==> src/rtl/vga_pkg.sv <==
// Shared definitions for the VGA frame-buffer arbiter: 640x480 timing
// constants, the holding-buffer state type and the display pipeline depth.
package vga_pkg;

    localparam int H_ACTIVE = 640;
    localparam int H_TOTAL  = 800;
    localparam int V_ACTIVE = 480;
    localparam int V_TOTAL  = 525;
    localparam int FB_DEPTH = H_ACTIVE * V_ACTIVE;
    localparam int PIPE_LAT = 2;

    typedef enum logic {
        EMPTY = 1'b0,
        FULL  = 1'b1
    } buf_state_t;

    // True when a host address points inside the visible frame buffer.
    function automatic logic addr_in_range(input logic [31:0] addr, input int unsigned depth);
        return addr < 32'(depth);
    endfunction

endpackage

==> src/rtl/vga_fb_arbiter_if.sv <==
// Host request/response bus of the frame-buffer arbiter.
// master = host side, slave = arbiter side.
interface vga_fb_arbiter_if #(
    parameter int AW = 19,
    parameter int DW = 8
) ();
    logic          HOST_VALID;
    logic          HOST_WE;
    logic [AW-1:0] HOST_ADDR;
    logic [DW-1:0] HOST_WDATA;
    logic          HOST_READY;
    logic [DW-1:0] HOST_RDATA;
    logic          HOST_RVALID;
    logic          HOST_ERR;

    modport master (
        output HOST_VALID, HOST_WE, HOST_ADDR, HOST_WDATA,
        input  HOST_READY, HOST_RDATA, HOST_RVALID, HOST_ERR
    );

    modport slave (
        input  HOST_VALID, HOST_WE, HOST_ADDR, HOST_WDATA,
        output HOST_READY, HOST_RDATA, HOST_RVALID, HOST_ERR
    );
endinterface

==> src/rtl/vga_reg.sv <==
// Generic state register: synchronous active-high reset, load enable.
module vga_reg #(
    parameter int           W       = 1,
    parameter logic [W-1:0] RST_VAL = {W{1'b0}}
) (
    input  logic         CLK,
    input  logic         RST,
    input  logic         EN,
    input  logic [W-1:0] D,
    output logic [W-1:0] Q
);

    // Load D when enabled, return to RST_VAL on reset.
    always_ff @(posedge CLK) begin
        if (RST) begin
            Q <= RST_VAL;
        end else if (EN) begin
            Q <= D;
        end
    end

endmodule

==> src/rtl/vga_sync_delay.sv <==
// N-stage delay line for {PIXEL, H_SYNC, V_SYNC}. Stages reset to the
// idle pattern {0,1,1} so syncs stay deasserted (high) after reset.
module vga_sync_delay #(
    parameter int N = 2
) (
    input  logic CLK,
    input  logic RST,
    input  logic pix_in,
    input  logic h_in,
    input  logic v_in,
    output logic pix_out,
    output logic h_out,
    output logic v_out
);

    logic [2:0] stage [1:N];

    // Shift the sync/pixel triple one stage per clock.
    always_ff @(posedge CLK) begin
        if (RST) begin
            for (int i = 1; i <= N; i++) begin
                stage[i] <= 3'b011;
            end
        end else begin
            stage[1] <= {pix_in, h_in, v_in};
            for (int i = 2; i <= N; i++) begin
                stage[i] <= stage[i-1];
            end
        end
    end

    assign pix_out = stage[N][2];
    assign h_out   = stage[N][1];
    assign v_out   = stage[N][0];

endmodule

==> src/rtl/vga_fb_arbiter.sv <==
// VGA frame-buffer arbiter. The display refresh owns the single-port RAM on
// every active pixel cycle; host requests wait in a one-entry holding buffer
// and are issued in blanking cycles. Pixel data and syncs leave aligned,
// two cycles after the timing generator inputs.
// Optional build macro VGA_FB_ARB_STARVE_EN adds the STARVE_MAX monitor port.
module vga_fb_arbiter #(
    parameter int DW       = 8,
    parameter int AW       = 19,
    parameter int FB_DEPTH = vga_pkg::FB_DEPTH
) (
    input  logic          CLK,
    input  logic          RST,
    input  logic          PIXEL,
    input  logic [AW-1:0] P_COUNT,
    input  logic          H_SYNC,
    input  logic          V_SYNC,
    output logic [AW-1:0] MEM_ADDR,
    output logic          MEM_WE,
    output logic [DW-1:0] MEM_WDATA,
    input  logic [DW-1:0] MEM_RDATA,
    vga_fb_arbiter_if.slave host,
    output logic [DW-1:0] RGB_OUT,
    output logic          H_SYNC_O,
`ifdef VGA_FB_ARB_STARVE_EN
    output logic          V_SYNC_O,
    output logic [9:0]    STARVE_MAX
`else
    output logic          V_SYNC_O
`endif
);
    import vga_pkg::*;

    buf_state_t    state;
    buf_state_t    state_nxt;
    logic [0:0]    state_q;
    logic          slot;
    logic          issue;
    logic          capture;
    logic          in_range;
    logic          buf_we;
    logic [AW-1:0] buf_addr;
    logic [DW-1:0] buf_wdata;
    logic [AW+DW:0] buf_q;
    logic          rvalid_q;
    logic          err_q;
    logic          rd_ok_q;
    logic [DW-1:0] rdata_q;
    logic          pix_dly;

    vga_reg #(.W(1), .RST_VAL(1'b0)) u_state_reg (
        .CLK (CLK),
        .RST (RST),
        .EN  (1'b1),
        .D   (state_nxt),
        .Q   (state_q)
    );
    assign state = buf_state_t'(state_q);

    vga_reg #(.W(AW+DW+1)) u_buf_reg (
        .CLK (CLK),
        .RST (RST),
        .EN  (capture),
        .D   ({host.HOST_WE, host.HOST_ADDR, host.HOST_WDATA}),
        .Q   (buf_q)
    );
    assign buf_we    = buf_q[AW+DW];
    assign buf_addr  = buf_q[AW+DW-1:DW];
    assign buf_wdata = buf_q[DW-1:0];

    // Any blanking cycle is a free RAM slot; a cycle under reset never issues
    // so a discarded request cannot leak a write.
    assign slot            = ~PIXEL;
    assign issue           = (state == FULL) && slot && !RST;
    assign host.HOST_READY = (state == EMPTY) || slot;
    assign capture         = host.HOST_VALID && host.HOST_READY;
    assign in_range        = addr_in_range(32'(buf_addr), FB_DEPTH);

    // Holding-buffer next state: refill in the same slot it drains.
    always_comb begin
        state_nxt = state;
        case (state)
            EMPTY: begin
                if (capture) begin
                    state_nxt = FULL;
                end else begin
                    state_nxt = EMPTY;
                end
            end
            FULL: begin
                if (issue && !capture) begin
                    state_nxt = EMPTY;
                end else begin
                    state_nxt = FULL;
                end
            end
            default: state_nxt = EMPTY;
        endcase
    end

    // RAM port mux: display first, in-range host issue second, idle otherwise.
    always_comb begin
        MEM_ADDR  = {AW{1'b0}};
        MEM_WE    = 1'b0;
        MEM_WDATA = {DW{1'b0}};
        if (PIXEL) begin
            MEM_ADDR = P_COUNT;
        end else if (issue && in_range) begin
            MEM_ADDR  = buf_addr;
            MEM_WE    = buf_we;
            MEM_WDATA = buf_wdata;
        end else begin
            MEM_ADDR = {AW{1'b0}};
        end
    end

    // Host response pulses, one cycle after the issue cycle.
    always_ff @(posedge CLK) begin
        if (RST) begin
            rvalid_q <= 1'b0;
            err_q    <= 1'b0;
            rd_ok_q  <= 1'b0;
        end else begin
            rvalid_q <= issue && !buf_we;
            err_q    <= issue && !in_range;
            rd_ok_q  <= issue && !buf_we && in_range;
        end
    end

    assign host.HOST_RVALID = rvalid_q;
    assign host.HOST_ERR    = err_q;
    assign host.HOST_RDATA  = rd_ok_q ? MEM_RDATA : {DW{1'b0}};

    vga_sync_delay #(.N(PIPE_LAT)) u_sync_delay (
        .CLK     (CLK),
        .RST     (RST),
        .pix_in  (PIXEL),
        .h_in    (H_SYNC),
        .v_in    (V_SYNC),
        .pix_out (pix_dly),
        .h_out   (H_SYNC_O),
        .v_out   (V_SYNC_O)
    );

    // Register RAM read data so pixel data lines up with the delayed syncs.
    always_ff @(posedge CLK) begin
        if (RST) begin
            rdata_q <= {DW{1'b0}};
        end else begin
            rdata_q <= MEM_RDATA;
        end
    end

    assign RGB_OUT = pix_dly ? rdata_q : {DW{1'b0}};

`ifdef VGA_FB_ARB_STARVE_EN
    logic [9:0] wait_cnt;
    logic [9:0] wait_nxt;
    logic [9:0] max_q;
    logic       v_prev;

    // Wait counter: grows while a request is stuck behind active video.
    always_comb begin
        wait_nxt = wait_cnt;
        if (issue) begin
            wait_nxt = 10'd0;
        end else if ((state == FULL) && !slot && (wait_cnt != 10'h3FF)) begin
            wait_nxt = wait_cnt + 10'd1;
        end else begin
            wait_nxt = wait_cnt;
        end
    end

    // Track the worst wait seen, restarting at each new frame.
    always_ff @(posedge CLK) begin
        if (RST) begin
            wait_cnt <= 10'd0;
            max_q    <= 10'd0;
            v_prev   <= 1'b1;
        end else begin
            wait_cnt <= wait_nxt;
            v_prev   <= V_SYNC_O;
            if (V_SYNC_O && !v_prev) begin
                max_q <= 10'd0;
            end else if (wait_nxt > max_q) begin
                max_q <= wait_nxt;
            end else begin
                max_q <= max_q;
            end
        end
    end

    assign STARVE_MAX = max_q;
`endif

endmodule

==> src/flat_wrapper.sv <==
// flat-port wrapper written by rule: the top's interface ports become plain ports
module vga_fb_arbiter_flat import vga_pkg::*;
#(
    parameter int DW       = 8,
    parameter int AW       = 19,
    parameter int FB_DEPTH = vga_pkg::FB_DEPTH
)
  (CLK, RST, PIXEL, P_COUNT, H_SYNC, V_SYNC, MEM_ADDR, MEM_WE, MEM_WDATA, MEM_RDATA, RGB_OUT, H_SYNC_O, V_SYNC_O, host_HOST_VALID, host_HOST_WE, host_HOST_ADDR, host_HOST_WDATA, host_HOST_READY, host_HOST_RDATA, host_HOST_RVALID, host_HOST_ERR);
  vga_fb_arbiter_if #(.AW(AW), .DW(DW)) host_i ();
  input  logic CLK;
  input  logic RST;
  input  logic PIXEL;
  input  logic [AW-1:0] P_COUNT;
  input  logic H_SYNC;
  input  logic V_SYNC;
  output logic [AW-1:0] MEM_ADDR;
  output logic MEM_WE;
  output logic [DW-1:0] MEM_WDATA;
  input  logic [DW-1:0] MEM_RDATA;
  output logic [DW-1:0] RGB_OUT;
  output logic H_SYNC_O;
  output logic V_SYNC_O;
  input wire logic [$bits(host_i.HOST_VALID)-1:0] host_HOST_VALID;
  input wire logic [$bits(host_i.HOST_WE)-1:0] host_HOST_WE;
  input wire logic [$bits(host_i.HOST_ADDR)-1:0] host_HOST_ADDR;
  input wire logic [$bits(host_i.HOST_WDATA)-1:0] host_HOST_WDATA;
  output wire logic [$bits(host_i.HOST_READY)-1:0] host_HOST_READY;
  output wire logic [$bits(host_i.HOST_RDATA)-1:0] host_HOST_RDATA;
  output wire logic [$bits(host_i.HOST_RVALID)-1:0] host_HOST_RVALID;
  output wire logic [$bits(host_i.HOST_ERR)-1:0] host_HOST_ERR;
  assign host_i.HOST_VALID = host_HOST_VALID;
  assign host_i.HOST_WE = host_HOST_WE;
  assign host_i.HOST_ADDR = host_HOST_ADDR;
  assign host_i.HOST_WDATA = host_HOST_WDATA;
  assign host_HOST_READY = host_i.HOST_READY;
  assign host_HOST_RDATA = host_i.HOST_RDATA;
  assign host_HOST_RVALID = host_i.HOST_RVALID;
  assign host_HOST_ERR = host_i.HOST_ERR;
  vga_fb_arbiter #(.DW(DW), .AW(AW), .FB_DEPTH(FB_DEPTH)) u_core (.CLK(CLK), .RST(RST), .PIXEL(PIXEL), .P_COUNT(P_COUNT), .H_SYNC(H_SYNC), .V_SYNC(V_SYNC), .MEM_ADDR(MEM_ADDR), .MEM_WE(MEM_WE), .MEM_WDATA(MEM_WDATA), .MEM_RDATA(MEM_RDATA), .host(host_i), .RGB_OUT(RGB_OUT), .H_SYNC_O(H_SYNC_O), .V_SYNC_O(V_SYNC_O));
endmodule
==> config.mk <==
export PLATFORM = sky130hd
export DESIGN_NAME = vga_fb_arbiter_flat
export DESIGN_NICKNAME = d
export VERILOG_FILES = /design/src/rtl/vga_pkg.sv /design/src/rtl/vga_fb_arbiter_if.sv /design/src/rtl/vga_reg.sv /design/src/rtl/vga_sync_delay.sv /design/src/rtl/vga_fb_arbiter.sv /design/src/flat_wrapper.sv
export SDC_FILE = /design/constraint.sdc
export NUM_CORES = 1
export LEC_CHECK = 0
export ABC_AREA = 1
export BUFFER_PORTS_ARGS = -buffer_cell sky130_fd_sc_hd__buf_2
export CAP_MARGIN = 20
export CORE_MARGIN = 1.5
export CORE_UTILIZATION = 44
export CTS_BUF_LIST = sky130_fd_sc_hd__clkbuf_16
export DETAILED_ROUTE_END_ITERATION = 16
export MAX_ROUTING_LAYER = met4
export PLACE_DENSITY = 0.79
export SKIP_LAST_GASP = 1
export SLEW_MARGIN = 20
export SYNTH_ARGS = -nofsm -noshare
export SYNTH_HDL_FRONTEND = slang
export SYNTH_SLANG_ARGS = --single-unit
==> constraint.sdc <==
create_clock -name CLK -period 1.2 [get_ports CLK]
set_input_delay 0.18 -clock CLK [delete_from_list [all_inputs] [get_ports CLK]]
set_output_delay 0.18 -clock CLK [all_outputs]
set_load 0.01 [all_outputs]
# After elaboration in Yosys (flattened, before gate mapping)
# Memory sizes are Yosys's and may differ from the RTL's.
# Index checks and enable logic that the tools add are counted.
# word_totals
ff_bits	40
latchBits	0
ramBits	6
mem_bits_ro	0
input_bits	61
out_inout_bits	49
elab_cells	41
mem_count	1
# memory_table
memory	depth	word_bits	rd	rd_ports_with_merged_regs	write_ports	line	text
u_core.u_sync_delay.stage	2	3	2	0	2	vga_sync_delay.sv:16	logic [2:0] stage [1:N];
# op_classes
addsub	0
mul	0
n_div	0
magnitude_cmp	1
eq_ne	0
shift	0
mux	16
bitwise	4
n_reduce_logical	13
# ops
operator	count
2-to-1 mux 19 bit	2
2-to-1 mux 8 bit	4
less-than comparator 19 bit, second input constant	1
logical AND 1 bit	8
2-to-1 mux 1 bit	7
2-to-1 mux 3 bit	2
zero test 1 bit	4
inverter 1 bit	2
bitwise OR 1 bit	2
case mux 1 bit (2 select lines)	1
logical OR 1 bit	1

# Longest topological paths before layout
# Gate-level depths: netlist of the first run.
# depth
depth_word	7
mapped_depth	6
ltp_nobuf	5

# By module
# Synthesis of the first run repeated with hierarchy kept, for this count alone.
# hier_totals
hier_cells	370
hier_area_um2	2329.7
# modules_own_cells
mod	n_inst	cells_each	area_each_um2	seq_area_each_um2
vga_reg at u_core.u_buf_reg	1	177	1211.2	560.5
vga_fb_arbiter	1	167	904.6	220.2
vga_sync_delay	1	19	168.9	120.1
vga_reg at u_core.u_state_reg	1	7	45.0	20.0

# Worst setup path after synthesis of the first run
# No wires, ideal clock.
# synth_timing
path_kind	reg-to-output
startpoint	register u_core.u_buf_reg.Q[24]
endpoint	output MEM_ADDR[16]
arrival_ps	943
required_time_ps	1020
setup_slack_ps	77
stages_incl_launch_ff	5
n_path_buf	1
path_cell_list	dfxtp_1 -> o21ai_2 -> buf_2 -> nand4_1 -> nand2_1
# synth_via
elab_chain_len	4
# synth_lines
item	line	text
start: declaration	vga_reg.sv:10	output logic [W-1:0] Q
start signal: assignment	vga_reg.sv:16	Q <= RST_VAL;
start signal: assignment	vga_reg.sv:18	Q <= D;
less-than comparator 19 bit	vga_pkg.sv:19	return addr < 32'(depth);
logical AND 1 bit	vga_fb_arbiter.sv:107	end else if (issue && in_range) begin
2-to-1 mux 19 bit *	vga_fb_arbiter.sv:107	
2-to-1 mux 19 bit *	vga_fb_arbiter.sv:105	if (PIXEL) begin
end: declaration	flat_wrapper.sv:16	output logic [AW-1:0] MEM_ADDR;
# Mark *: on every way between the ends. The rest lies on a longest branch, timed or not.

# Final worst setup path of the first run
# layout_timing
startpoint	register u_core.u_buf_reg.Q[25]
endpoint	output MEM_ADDR[10]
# layout_via
elab_chain_len	4
# layout_lines
item	line
less-than comparator 19 bit	vga_pkg.sv:19
logical AND 1 bit	vga_fb_arbiter.sv:107
2-to-1 mux 19 bit	vga_fb_arbiter.sv:107
2-to-1 mux 19 bit	vga_fb_arbiter.sv:105
# No other way between the ends.

==> impl_metrics.tcl, run 1 <==
set metrics [dict create \
    synth_flop_cell "dfxtp_1" \
    fillers 376 \
    clk_path_buf_depth 2 \
    status "finished, violations left" \
    vias_per_cell 4.72 \
    period_needed_ps 1520 \
    routed_wl_um 5180 \
    grt_pass1_wl_um 8500 \
    place_congestion 0.761 \
    cp-end-kind "primary output" \
    diodes 0 \
    powerDensity_nw_per_um2 1250 \
    crit_type "reg2out" \
    fin_ws_ps -322 \
    skew_ps 3.03 \
    clk-insertion-delay-late_ps 280 \
    syn_nets 350 \
    synth_warnings 0 \
    fp.dieArea_sq_um 5020 \
    die_y_um 70.9 \
    irDropWorstVdd_mv 0.915 \
    cts_tree "yes" \
    nets 475 \
    vias 2202 \
    rsz0062_at_grt "yes" \
    critPathArrivalTime_ps 1340 \
    reg2reg_depth 5 \
    drt-met1-wl_um 2180 \
    clkSlewWorstSetupHoldPaths_ps 60 \
    track_usage 0.215 \
    max_clock_freq_mhz 657 \
    synthArstFlopShare 0 \
    io_pins 110 \
    finalHoldViolations 0 \
    path_max_fanout 8 \
    antenna_left 0 \
    synth_seq_cells 46 \
    cap_viol_max_count 0 \
    syn_to_final_growth_pct 47.9 \
    yosys-top-cells-count "nand2_1, nor2_1, dfxtp_1, inv_1, o21ai_0" \
    synth.area.top_cells "dfxtp_1, nand2_1, nor2_1" \
    leakagePower_nw 1.71 \
    slew_headroom 0.798 \
    syn-cell-area_sq_um 2030 \
    wl_met2_um 2620 \
    portBuffers 109 \
    wl_per_cell_um 11.1 \
    routed.top_layer "met4" \
    core_region_area_sq_um 4380 \
    cp-start-kind "flop" \
    period_share 1.27 \
    floorplan.initialDensity 0.462 \
    grt_pass1_vias 2022 \
    cts_hold_buf 0 \
    final-setup-viol-count 28 \
    drive_gt1_frac 0.414 \
    drt_first_pass_iters 4 \
    hp-class "in2reg" \
    worst_pin_slew_ps 302 \
    yosysTopAreaCellShare 0.455 \
    synth_most_common_cell "nand2_1" \
    violations "negative setup slack" \
    synth_top_cell_by_area "dfxtp_1" \
    synth.avg_cell_area_sq_um 7.01 \
    antenna_found_initial 0 \
    hpwl_um 3610 \
    clock_sinks 46 \
    ctsRootBufferMaster "clkbuf_16" \
    slew_violations 0 \
    cts_made_buffers 5 \
    holdWs_ps 77.4 \
    dr_wl_met3_um 294 \
    grt.overflow.total 0 \
    grt_max_degree 41 \
    seq_area_frac_synth 0.455 \
    whs_path_depth 2 \
    num_rows 24 \
    die_w_um 70.9 \
    utilization 0.684 \
    remaining_drc_errors 0 \
    drt-initial-drc-count 80 \
    synthDistinctLibCells 19 \
    htree_num_levels 2 \
    cp.required_ps 1020 \
    synth_edf_count 0 \
    syn_inst 289 \
]
==> metrics by stage <==
step           instances  setup TNS (ps)  total power [mW]  setup WS (ps)  instance area, sq um
6_report             467           -8100              3.75           -322                  3000
3_3_place_gp         452           -56.2              2.21          -23.5                  2700
2_1_floorplan        289               0              1.98           76.9                  2030
5_1_grt              467           -9990              3.92           -386                  3000
3_5_place_dp         452            -791              2.22          -48.6                  2700
4_1_cts              466           -7970              3.79           -310                  2970
==> power breakdown <==
| part | switching [mW] | internal [mW] | leakage, nW |
|---|---|---|---|
| logic | 0.289 | 0.261 | 1.24 |
| registers | 0.0515 | 1.63 | 0.384 |
| clock network | 0.544 | 0.973 | 0.0812 |
==> path summary, 6_finish.rpt <==
kind | from | slack [ps] | endpoint
setup / recovery | u_core.u_buf_reg.Q[25] | -320 | MEM_ADDR[10]
hold / removal | V_SYNC | 80 | u_core.u_sync_delay.stage[1][0]
setup reg to reg | u_core.u_buf_reg.Q[25] | 50 | u_core.rd_ok_q
hold reg to reg | u_core.u_sync_delay.stage[1][2] | 400 | u_core.u_sync_delay.stage[2][2]
==> registers in the layout (all words and copies together) (netlist names) <==
| register | count |
|---|---|
| u_core.rdata_q | 8 |
| u_core.host.HOST_ERR | 1 |
| u_core.rd_ok_q | 1 |
| u_core.u_state_reg.Q | 1 |
| u_core.host.HOST_RVALID | 1 |
| u_core.u_sync_delay.stage | 6 |
| u_core.u_buf_reg.Q | 28 |
==> worst max-delay path: stages, from the launching register on <==
cell     delay [ps]
dfxtp_2         350
o21ai_4         200
buf_4           190
nand4_1         120
nand2_1          70
buf_2           120
==> logic make-up after synthesis <==
logic type | after synthesis | share of synthesized area
AOI/OAI and AO/OA | 43 | 0.110
and+or+nand+nor | 139 | 0.300
DFF | 46 | 0.455
buffers and inverters | 61 | 0.135
==> metal layers <==
metal	global-route usage	up-vias
li1	-	1150
met3	0.0385	12
met4	0.0713	0
met5	-	-
met2	0.383	88
met1	0.241	952
==> area by class of cell <==
class                      count  area [sq um]  share of cell area
clock inverter                 3          41.3              0.0138
clock buffer                   5           125              0.0418
timing repair buffer         136           801               0.267
sequential                    46           931               0.311
tap                           52          65.1              0.0217
inverter                      42           160              0.0534
multi-input combinational    183           873               0.291
==> timing repair <==
| item | CTS | global route |
|---|---|---|
| gates resized for setup | 17 | 7 |
| pin swaps | 1 | 4 |
| setup endpoints to repair | 28 | 44 |
| buffers inserted | 4 | 1 |
| cloned | 2 | 0 |
==> cells in the final DEF, fill, tap and decap left out, types with 4 or more instances in the layout <==
cell	instances
clkbuf_16	5
buf_2	109
inv_1	38
nor2_1	50
nand2_1	57
inv_2	4
a21oi_1	13
buf_4	20
o21ai_0	28
dfxtp_2	8
or2_2	4
nand4_1	19
buf_6	4
dfxtp_1	38
nor2_2	4
Power figures use the tool's default switching activity.
==> inputs of run 2 (changes only) <==
--- a/config.mk
+++ b/config.mk
@@ -6,14 +6,14 @@
 export NUM_CORES = 1
 export LEC_CHECK = 0
 export ABC_AREA = 1
-export BUFFER_PORTS_ARGS = -buffer_cell sky130_fd_sc_hd__buf_2
+export BUFFER_PORTS_ARGS = -buffer_cell sky130_fd_sc_hd__buf_4
 export CAP_MARGIN = 20
 export CORE_MARGIN = 1.5
 export CORE_UTILIZATION = 44
 export CTS_BUF_LIST = sky130_fd_sc_hd__clkbuf_16
 export DETAILED_ROUTE_END_ITERATION = 16
 export MAX_ROUTING_LAYER = met4
-export PLACE_DENSITY = 0.79
+export PLACE_DENSITY = 0.83
 export SKIP_LAST_GASP = 1
 export SLEW_MARGIN = 20
 export SYNTH_ARGS = -nofsm -noshare
==> run 2 against run 1 <==
  * The flow still finishes with violations (negative setup slack)
  * Non-clock buffer count down 1
  * Via count up 0.14%
  * Core utilization is 7.4 points higher
  * Wire length up 11%
  * Clock skew rose by 1.3 ps
  * Total power decreased by 1.5%
  * Final area grew 11%
==> impl_metrics.tcl, run 2 (synthesis gave the netlist of run 1 again) <==
set metrics [dict create \
    final-setup-viol-count 28 \
    vias_per_cell 4.73 \
    grt.overflow.total 0 \
    floorplan.initialDensity 0.462 \
    register_area_sq_um 932 \
    cp-start-kind "flop" \
    track_usage 0.241 \
    irDropWorstVdd_mv 0.698 \
    period_share 1.34 \
    worstHoldStart "V_SYNC" \
    die_w_um 70.9 \
    min_to "u_core.u_sync_delay.stage[1][0]" \
    syn_to_final_growth_pct 63.9 \
    max_clock_freq_mhz 620 \
    status "finished, violations left" \
    multiInputGateArea_sq_um 913 \
    remaining_drc_errors 0 \
    vias 2205 \
    grt_pass1_wl_um 9280 \
    leakagePower_nw 1.77 \
    fp.dieArea_sq_um 5020 \
    io_pins 110 \
    fin_ws_ps -412 \
    powerDensity_nw_per_um2 1110 \
    finalHoldViolations 0 \
    ctsRootBufferMaster "clkbuf_16" \
    die_y_um 70.9 \
    period_needed_ps 1610 \
    fillers 342 \
    violations "negative setup slack" \
    slew_violations 0 \
    diodes 0 \
    place_congestion 0.779 \
    cap_viol_max_count 0 \
    cts_tree "yes" \
    total_power_mw 3.70 \
    grt_max_degree 31 \
    rsz0062_at_grt "yes" \
    largest-register "u_core.u_buf_reg.Q" \
    drt_first_pass_iters 4 \
    skew_ps 4.30 \
    final_common_cell "buf_4" \
    grt-busiest-layer "met2" \
    dpl_cell_area_sq_um 2980 \
    fin_area_sq_um 3320 \
    slew_headroom 0.835 \
    met1_usage 0.255 \
    drive_gt1_frac 0.415 \
    nets 474 \
    clk-insertion-delay-late_ps 290 \
    htree_num_levels 2 \
    clk_path_buf_depth 2 \
    crit_type "reg2out" \
    holdWs_ps 82.3 \
    num_rows 24 \
    r2r_end "u_core.u_buf_reg.Q[14]" \
    critPathArrivalTime_ps 1430 \
    antenna_left 0 \
    worstSetupStartpoint "u_core.u_buf_reg.Q[25]" \
    timing.rr.start "u_core.u_state_reg.Q" \
    core_region_area_sq_um 4380 \
    largest_register_ffs 28 \
    cts_made_buffers 5 \
    routed_wl_um 5740 \
    utilization 0.757 \
    hpwl_um 3950 \
    clkSlewWorstSetupHoldPaths_ps 60 \
    cp-end-kind "primary output" \
    grt_util_met3 0.0726 \
    hp-class "in2reg" \
    layout_common_cells "buf_4, nand2_1, nor2_1" \
    portBuffers 109 \
    cp.required_ps 1020 \
    path_max_fanout 8 \
    reg2reg_slack_ps 50 \
    wl_per_cell_um 12.3 \
    drt-initial-drc-count 115 \
    whs_path_depth 2 \
    reg_top3 "u_core.u_buf_reg.Q x28, u_core.rdata_q x8, u_core.u_sync_delay.stage x6" \
    antenna_found_initial 0 \
    worst_pin_slew_ps 247 \
    grt_pass1_vias 2083 \
    clock_sinks 46 \
    grt_use_met2 0.421 \
    reg2reg_depth 5 \
]
-- run 2: per-stage QoR --
step	setup WS, ps	TNS [ps]	instances
global route	-476	-11870	466
CTS	-365	-9200	466
global placement	-174	-3310	451
detailed placement	-215	-4550	451
finish	-412	-10520	466
floorplan	76.9	0	289
-- run 2: routing by layer --
metal	routed length, um	up-vias
met5	0	-
met2	3030	69
met3	354	9
li1	-	1149
met4	71	0
met1	2280	978
-- run 2: critical path, stage by stage (launching register included) --
cell,delay [ps]
dfxtp_2,340
buf_6,120
nor2_4,110
nand3_4,110
buf_8,150
nand3_4,130
nor2_2,50
buf_4,140
-- run 2: where the power goes --
| group | internal (mW) | leakage [nW] | total, mW | switching (mW) |
|---|---|---|---|---|
| logic | 0.362 | 1.32 | 0.677 | 0.315 |
| registers | 1.63 | 0.384 | 1.68 | 0.0517 |
| clock network | 0.764 | 0.0750 | 1.34 | 0.574 |
| total | 2.75 | 1.77 | 3.70 | 0.941 |
-- run 2: worst max-delay path by stage --
| stage | endpoint | slack, ps | depth (start not counted) |
|---|---|---|---|
| 2_1_floorplan | MEM_ADDR[16] | 80 | 4 |
| 3_3_place_gp | MEM_WDATA[0] | -170 | 4 |
| 3_5_place_dp | MEM_WE | -220 | 4 |
| 4_1_cts | MEM_WDATA[4] | -360 | 7 |
| 5_1_grt | MEM_ADDR[15] | -480 | 7 |
| 6_report | MEM_WDATA[0] | -410 | 7 |
-- run 2: final cells by class --
type	instances	share of cell area
tap	52	0.0196
sequential	46	0.281
timing repair buffer	135	0.332
clock inverter	3	0.00528
clock buffer	5	0.0377
inverter	42	0.0498
multi-input combinational	183	0.275
-- run 2: timing repair --
action / 4_1_cts / 5_1_grt
hold buffers: 0 / 0
gates resized for setup: 23 / 18
pin swaps: 8 / 7
gates cloned: 1 / 0
buffers inserted: 6 / 0
endpoints found under the setup margin: 33 / 38
